[config.mk]
export PLATFORM = sky130hd
export DESIGN_NAME = regfile_write_arbiter_flat
export DESIGN_NICKNAME = d
export VERILOG_FILES = /design/src/rtl/regfile_write_arbiter_if.sv /design/src/rtl/regfile_write_arbiter.sv /design/src/flat_wrapper.sv
export SDC_FILE = /design/constraint.sdc
export NUM_CORES = 1
export LEC_CHECK = 0
export ABC_AREA = 0
export CAP_MARGIN = 20
export CORE_AREA = 2 2 72 74
export CTS_BUF_LIST = sky130_fd_sc_hd__clkbuf_8
export CTS_CLUSTER_DIAMETER = 200
export DETAILED_ROUTE_END_ITERATION = 7
export DIE_AREA = 0 0 74 76
export PLACE_DENSITY = 0.87
export RECOVER_POWER = 50
export SYNTH_ARGS = -nofsm -noshare
export SYNTH_HDL_FRONTEND = slang
export SYNTH_SLANG_ARGS = --single-unit
[constraint.sdc]
create_clock -name clk -period 1.55 [get_ports clk]
set_clock_uncertainty 0.05 [all_clocks]
set_input_delay 0.31 -clock clk [delete_from_list [all_inputs] [get_ports clk]]
set_output_delay 0.31 -clock clk [all_outputs]
set_load 0.01 [all_outputs]
[src/rtl/regfile_write_arbiter_if.sv]
// Write-port bundle between the writeback sources and the register-file write arbiter.
// master = requester/bench side, slave = arbiter side.
interface regfile_write_arbiter_if #(
    parameter int NUM_REQ = 3,
    parameter int ADDR_W  = 3,
    parameter int DATA_W  = 16
);
    logic                      hold;
    logic [NUM_REQ-1:0]        req_valid;
    logic [NUM_REQ*ADDR_W-1:0] req_addr;
    logic [NUM_REQ*DATA_W-1:0] req_data;
    logic [NUM_REQ-1:0]        req_ready;
    logic                      rf_write_en;
    logic [ADDR_W-1:0]         rf_write_addr;
    logic [DATA_W-1:0]         rf_write_data;
    logic [15:0]               write_count;

    modport master (
        output hold, req_valid, req_addr, req_data,
        input  req_ready, rf_write_en, rf_write_addr, rf_write_data, write_count
    );

    modport slave (
        input  hold, req_valid, req_addr, req_data,
        output req_ready, rf_write_en, rf_write_addr, rf_write_data, write_count
    );
endinterface

[src/rtl/regfile_write_arbiter.sv]
// Arbitrates NUM_REQ writeback sources onto the single register-file write port (fixed priority, or round robin with ARB_ROUND_ROBIN_EN).
// Latency: transfer in cycle T gives a one-cycle rf_write_en pulse after edge T+1; one write per cycle.
// Backpressure: req_ready is a one-hot combinational grant, all zero while hold or reset is high.
module regfile_write_arbiter #(
    parameter int NUM_REQ = 3,
    parameter int ADDR_W  = 3,
    parameter int DATA_W  = 16
) (
    input  logic clk,
    input  logic reset,
    regfile_write_arbiter_if.slave bus
);
    localparam int PTR_W = (NUM_REQ > 2) ? $clog2(NUM_REQ) : 1;

    logic [NUM_REQ-1:0] grant;
    logic [PTR_W-1:0]   grant_idx;
    logic               grant_found;
    logic               arb_en;
    logic               xfer;
    logic [ADDR_W-1:0]  sel_addr;
    logic [DATA_W-1:0]  sel_data;

    logic               write_en_q;
    logic [ADDR_W-1:0]  write_addr_q;
    logic [DATA_W-1:0]  write_data_q;
    logic [15:0]        write_count_q;

`ifdef ARB_ROUND_ROBIN_EN
    logic [PTR_W-1:0]   ptr_q;
`endif

    // Search starts at the pointer (round robin) or at source 0 (fixed); first valid wins.
    always_comb begin
        int idx;
        idx         = 0;
        grant       = '0;
        grant_idx   = '0;
        grant_found = 1'b0;
        for (int k = 0; k < NUM_REQ; k++) begin
`ifdef ARB_ROUND_ROBIN_EN
            idx = int'(ptr_q) + k;
            if (idx >= NUM_REQ) begin
                idx = idx - NUM_REQ;
            end
`else
            idx = k;
`endif
            if (!grant_found && bus.req_valid[idx]) begin
                grant[idx]  = 1'b1;
                grant_idx   = PTR_W'(idx);
                grant_found = 1'b1;
            end
        end
    end

    // Reset also blocks grants so nothing pending is accepted while it is held.
    assign arb_en        = !reset && !bus.hold;
    assign bus.req_ready = arb_en ? grant : '0;
    assign xfer          = arb_en && grant_found;

    assign sel_addr = bus.req_addr[grant_idx*ADDR_W +: ADDR_W];
    assign sel_data = bus.req_data[grant_idx*DATA_W +: DATA_W];

    always_ff @(posedge clk or posedge reset) begin
        if (reset) begin
            write_en_q    <= 1'b0;
            write_addr_q  <= '0;
            write_data_q  <= '0;
            write_count_q <= '0;
        end else begin
            write_en_q <= xfer;
            if (xfer) begin
                write_addr_q  <= sel_addr;
                write_data_q  <= sel_data;
                write_count_q <= write_count_q + 16'd1;
            end
        end
    end

`ifdef ARB_ROUND_ROBIN_EN
    // Winner drops to lowest priority for the next cycle; no grant leaves the pointer alone.
    always_ff @(posedge clk or posedge reset) begin
        if (reset) begin
            ptr_q <= '0;
        end else if (xfer) begin
            ptr_q <= (grant_idx == PTR_W'(NUM_REQ - 1)) ? '0 : grant_idx + PTR_W'(1);
        end
    end
`endif

    assign bus.rf_write_en   = write_en_q;
    assign bus.rf_write_addr = write_addr_q;
    assign bus.rf_write_data = write_data_q;
    assign bus.write_count   = write_count_q;
endmodule

[src/flat_wrapper.sv]
// flat-port wrapper written by rule: the top's interface ports become plain ports
module regfile_write_arbiter_flat 
#(
    parameter int NUM_REQ = 3,
    parameter int ADDR_W  = 3,
    parameter int DATA_W  = 16
)
  (clk, reset, bus_hold, bus_req_valid, bus_req_addr, bus_req_data, bus_req_ready, bus_rf_write_en, bus_rf_write_addr, bus_rf_write_data, bus_write_count);
  regfile_write_arbiter_if #(.NUM_REQ(NUM_REQ), .ADDR_W(ADDR_W), .DATA_W(DATA_W)) bus_i ();
  input  logic clk;
  input  logic reset;
  input wire logic [$bits(bus_i.hold)-1:0] bus_hold;
  input wire logic [$bits(bus_i.req_valid)-1:0] bus_req_valid;
  input wire logic [$bits(bus_i.req_addr)-1:0] bus_req_addr;
  input wire logic [$bits(bus_i.req_data)-1:0] bus_req_data;
  output wire logic [$bits(bus_i.req_ready)-1:0] bus_req_ready;
  output wire logic [$bits(bus_i.rf_write_en)-1:0] bus_rf_write_en;
  output wire logic [$bits(bus_i.rf_write_addr)-1:0] bus_rf_write_addr;
  output wire logic [$bits(bus_i.rf_write_data)-1:0] bus_rf_write_data;
  output wire logic [$bits(bus_i.write_count)-1:0] bus_write_count;
  assign bus_i.hold = bus_hold;
  assign bus_i.req_valid = bus_req_valid;
  assign bus_i.req_addr = bus_req_addr;
  assign bus_i.req_data = bus_req_data;
  assign bus_req_ready = bus_i.req_ready;
  assign bus_rf_write_en = bus_i.rf_write_en;
  assign bus_rf_write_addr = bus_i.rf_write_addr;
  assign bus_rf_write_data = bus_i.rf_write_data;
  assign bus_write_count = bus_i.write_count;
  regfile_write_arbiter #(.NUM_REQ(NUM_REQ), .ADDR_W(ADDR_W), .DATA_W(DATA_W)) u_core (.clk(clk), .reset(reset), .bus(bus_i));
endmodule
==> reports/qor.yml <==
worst_setup_path:
  crit_type: "primary input to flop"
  worst-path-max-fanout: 6
  critical_path.endpoint_type: "flop"
  required_time_at_the_worst_slack_endpoint_ps: 1670
  worst-endpoint-arrival_ps: 1640
  critPathLaunchType: "primary input"
power_and_ir_drop:
  p_total_uw: 2976
  peakVddDrop_mv: 0.4581
  p_clk_share_pct: 26.7
  power_frac_comb_pct: 33.8
  cellInternalPower_uw: 2133
  power_density_mw_per_mm2: 896.9
  power_switching_share_pct: 28.34
  pwr-share-seq_pct: 39.5
  p_switching_uw: 843.5
  leakage_uw: 0.001496
layout:
  fraction_of_final_layout_cells_sized_beyond_drive_strength_1_pct: 15.90
  finish.cell_count_without_fillers: 397
  post-route-cell-area_mm2: 0.003318
  areaGrowthSynthToFinish_pct: 70.33
  final_core_utilization_pct: 67.55
  num-nets-final: 390
  num_antenna_cells: 0
  fillerInstances: 410
route:
  route.detailed.vias_per_inst: 5.186
  drt_iter0_markers: 90
  routed_wirelength_mm: 6.024
  route.detailed.drc: 0
  post_drt_wl_per_cell_um: 15.17
  via_count: 2059
  detail-route-antenna-nets: 0
  drt_pass1_iterations: 4
logic_synthesis:
  synth_cell_type_count: 23
  postSynthAreaPerCell_um2: 9.597
  synth_fp_nets: 267
  post_synth_inst_count: 203
  synth.yosys.warnings: 0
  synth_cell_area_mm2: 0.001948
  ys_seq_area_share_pct: 46.24
  synth_seq_cells: 36
floorplanning:
  ioPinCount: 102
  initial_core_util_pct: 39.66
  fp.dieArea_mm2: 0.005624
  die_h_um: 76
  core-area_mm2: 0.004912
  die-width_um: 74
  placementRows: 26
grt:
  grt_remaining_overflow: 0
  grt.total_usage_pct: 22.19
  grt_first_pass_wirelength_mm: 9.784
  grt_start_max_net_pins: 39
  grt_pass1_vias: 2047
  grt_antenna_before_repair: 0
placed_design:
  port_buffers: 101
  dpl.hpwl_mm: 4.349
  place.detailed.instances: 377
  gp_congestion: 0.8520
  placed_area_mm2: 0.003133
clock_tree:
  cts-buffers-inserted: 5
  clk_latency_ps: 280
  count_of_clock_tree_sinks: 36
  cts_tree: "built"
  max-clock-path-buffers: 2
  cts_hold_repair.buffers: 0
  cts_root_buffer: "sky130_fd_sc_hd__clkbuf_8"
  clk_pin_slew_worst_paths_ps: 70
  cts-htree-levels: 2
timing:
  setup_violations: 0
  timing.final.crit_period_ps: 1519
  worstMarginPinSlew_ps: 880.8
  final.hold.worst_slack_ps: 418.8
  layout_worst_path_cycle_share_pct: 97.99
  timing.final.hold_violations: 0
  timing.final.max_slew_violations: 0
  maxSlewHeadroom_pct: 41.28
  fmax_mhz: 658.4
outcome:
  run_status: "finished, final reports clean"
worst_hold_path:
  timing.hold.worst.class: "flop to flop"
flow_run:
  max-cap-violations: 0
worst max-delay path, stage by stage:
cell	delay, ps
sky130_fd_sc_hd__dlygate4sd2_1	260
sky130_fd_sc_hd__buf_4	140
sky130_fd_sc_hd__or3_4	410
sky130_fd_sc_hd__and3_4	190
sky130_fd_sc_hd__and3_1	180
sky130_fd_sc_hd__xor2_1	140
state kept, by name, indices dropped and copies added (netlist names):
register	flops
u_core.bus.write_count	16
u_core.bus.rf_write_addr	3
u_core.bus.rf_write_data	16
u_core.bus.rf_write_en	1
synthesized netlist by cell type:
cell / n / area, um2
sky130_fd_sc_hd__and2_1: 2 / 12.51
sky130_fd_sc_hd__and3_1: 3 / 18.77
sky130_fd_sc_hd__and3_4: 1 / 11.26
sky130_fd_sc_hd__buf_2: 4 / 20.02
sky130_fd_sc_hd__buf_4: 3 / 22.52
sky130_fd_sc_hd__clkbuf_1: 7 / 26.28
sky130_fd_sc_hd__clkbuf_2: 1 / 5.000
sky130_fd_sc_hd__dfrtp_1: 36 / 900.9
sky130_fd_sc_hd__ha_1: 1 / 12.51
sky130_fd_sc_hd__inv_1: 3 / 11.26
sky130_fd_sc_hd__nand2_1: 26 / 97.59
sky130_fd_sc_hd__nand2b_1: 21 / 131.4
sky130_fd_sc_hd__nand3_1: 4 / 20.02
sky130_fd_sc_hd__nand4_1: 6 / 37.54
sky130_fd_sc_hd__nor2_1: 5 / 18.77
sky130_fd_sc_hd__nor3_1: 6 / 30.03
sky130_fd_sc_hd__o21ai_0: 19 / 95.09
sky130_fd_sc_hd__o221ai_1: 19 / 166.4
sky130_fd_sc_hd__o22a_1: 19 / 166.4
sky130_fd_sc_hd__or2_2: 1 / 6.260
sky130_fd_sc_hd__or3_1: 1 / 6.260
sky130_fd_sc_hd__xnor2_1: 8 / 70.07
sky130_fd_sc_hd__xor2_1: 7 / 61.31
layout make-up:
class | count | area (um2) | area share, %
flip-flops and latches | 36 | 900.9 | 27.15
clock inverters | 3 | 38.79 | 1.169
well taps | 70 | 87.58 | 2.640
clock buffers | 5 | 68.82 | 2.074
inverters | 3 | 11.26 | 0.3394
multi-input cells | 149 | 1006 | 30.32
repair buffers | 131 | 1205 | 36.31
through the flow:
step / setup TNS [ps] / setup WS [ps]
6_report: 0 / 31.23
2_1_floorplan: 0 / 100.3
5_1_grt: -175.5 / -62.92
3_5_place_dp: -19200 / -604.0
4_1_cts: 0 / 1.193
3_3_place_gp: -17580 / -563.8
cell families after synthesis:
kind of cell	share of synthesized area, %
simple gates	20.04
compound gates	21.97
flops	46.24
buf+inv	4.367
xor+xnor	6.744
fa+ha+maj	0.6422
metal layers:
metal  part of all wire (%)  up-vias  track usage, %
met4                    2.0        0           7.636
met3                    4.9       12           4.497
met2                     52       90           36.25
met5                      0        -               0
li1                       -      986               -
met1                     41      971           28.84
worst paths after layout:
check	from	endpoint	depth (start not counted)	slack, ps
worst max-delay path	bus_req_valid[2]	u_core.bus.write_count[5]	6	30
worst min-delay path	u_core.bus.write_count[15]	u_core.bus.write_count[15]	1	420
worst max register to register	u_core.bus.write_count[0]	u_core.bus.write_count[14]	6	30
worst min register to register	u_core.bus.write_count[15]	u_core.bus.write_count[15]	1	420
max in group asynchronous	reset	u_core.bus.rf_write_data[6]	3	470
min in group asynchronous	reset	u_core.bus.rf_write_data[4]	3	430
repair_timing:
action / in CTS / in global routing
buffers inserted: 9 / 3
pin swaps: 1 / 4
gates resized for setup: 40 / 21
setup endpoints to repair: 65 / 26
cloned: 0 / 0
cells in the final DEF (no fill, tap or decap), types with 2 or more instances in the layout:
| cell | Yosys | final |
|---|---|---|
| sky130_fd_sc_hd__nand4_1 | 6 | 6 |
| sky130_fd_sc_hd__nand2_1 | 26 | 25 |
| sky130_fd_sc_hd__dfrtp_1 | 36 | 36 |
| sky130_fd_sc_hd__clkdlybuf4s25_1 | 0 | 13 |
| sky130_fd_sc_hd__dlygate4sd2_1 | 0 | 27 |
| sky130_fd_sc_hd__clkbuf_8 | 0 | 5 |
| sky130_fd_sc_hd__nand3_1 | 4 | 4 |
| sky130_fd_sc_hd__and3_1 | 3 | 2 |
| sky130_fd_sc_hd__o22a_1 | 19 | 19 |
| sky130_fd_sc_hd__buf_4 | 3 | 28 |
| sky130_fd_sc_hd__xor2_1 | 7 | 7 |
| sky130_fd_sc_hd__nand2b_1 | 21 | 21 |
| sky130_fd_sc_hd__o221ai_1 | 19 | 19 |
| sky130_fd_sc_hd__nor2_1 | 5 | 3 |
| sky130_fd_sc_hd__nor3_2 | 0 | 5 |
| sky130_fd_sc_hd__xnor2_1 | 8 | 8 |
| sky130_fd_sc_hd__buf_2 | 4 | 2 |
| sky130_fd_sc_hd__nor2_2 | 0 | 2 |
| sky130_fd_sc_hd__o21ai_0 | 19 | 19 |
| sky130_fd_sc_hd__inv_1 | 3 | 4 |
| sky130_fd_sc_hd__clkdlybuf4s50_1 | 0 | 58 |
power by group through the flow:
stage          clock [uW]  sequential, uW  combinational (uW)
2_1_floorplan           0            1270                 300
3_3_place_gp            0            1220                 915
3_5_place_dp            0            1220                 937
4_1_cts               811            1180                 981
5_1_grt               844            1190                1100
6_report              795            1180                1010
No activity file was read; power rests on OpenSTA's default activity.
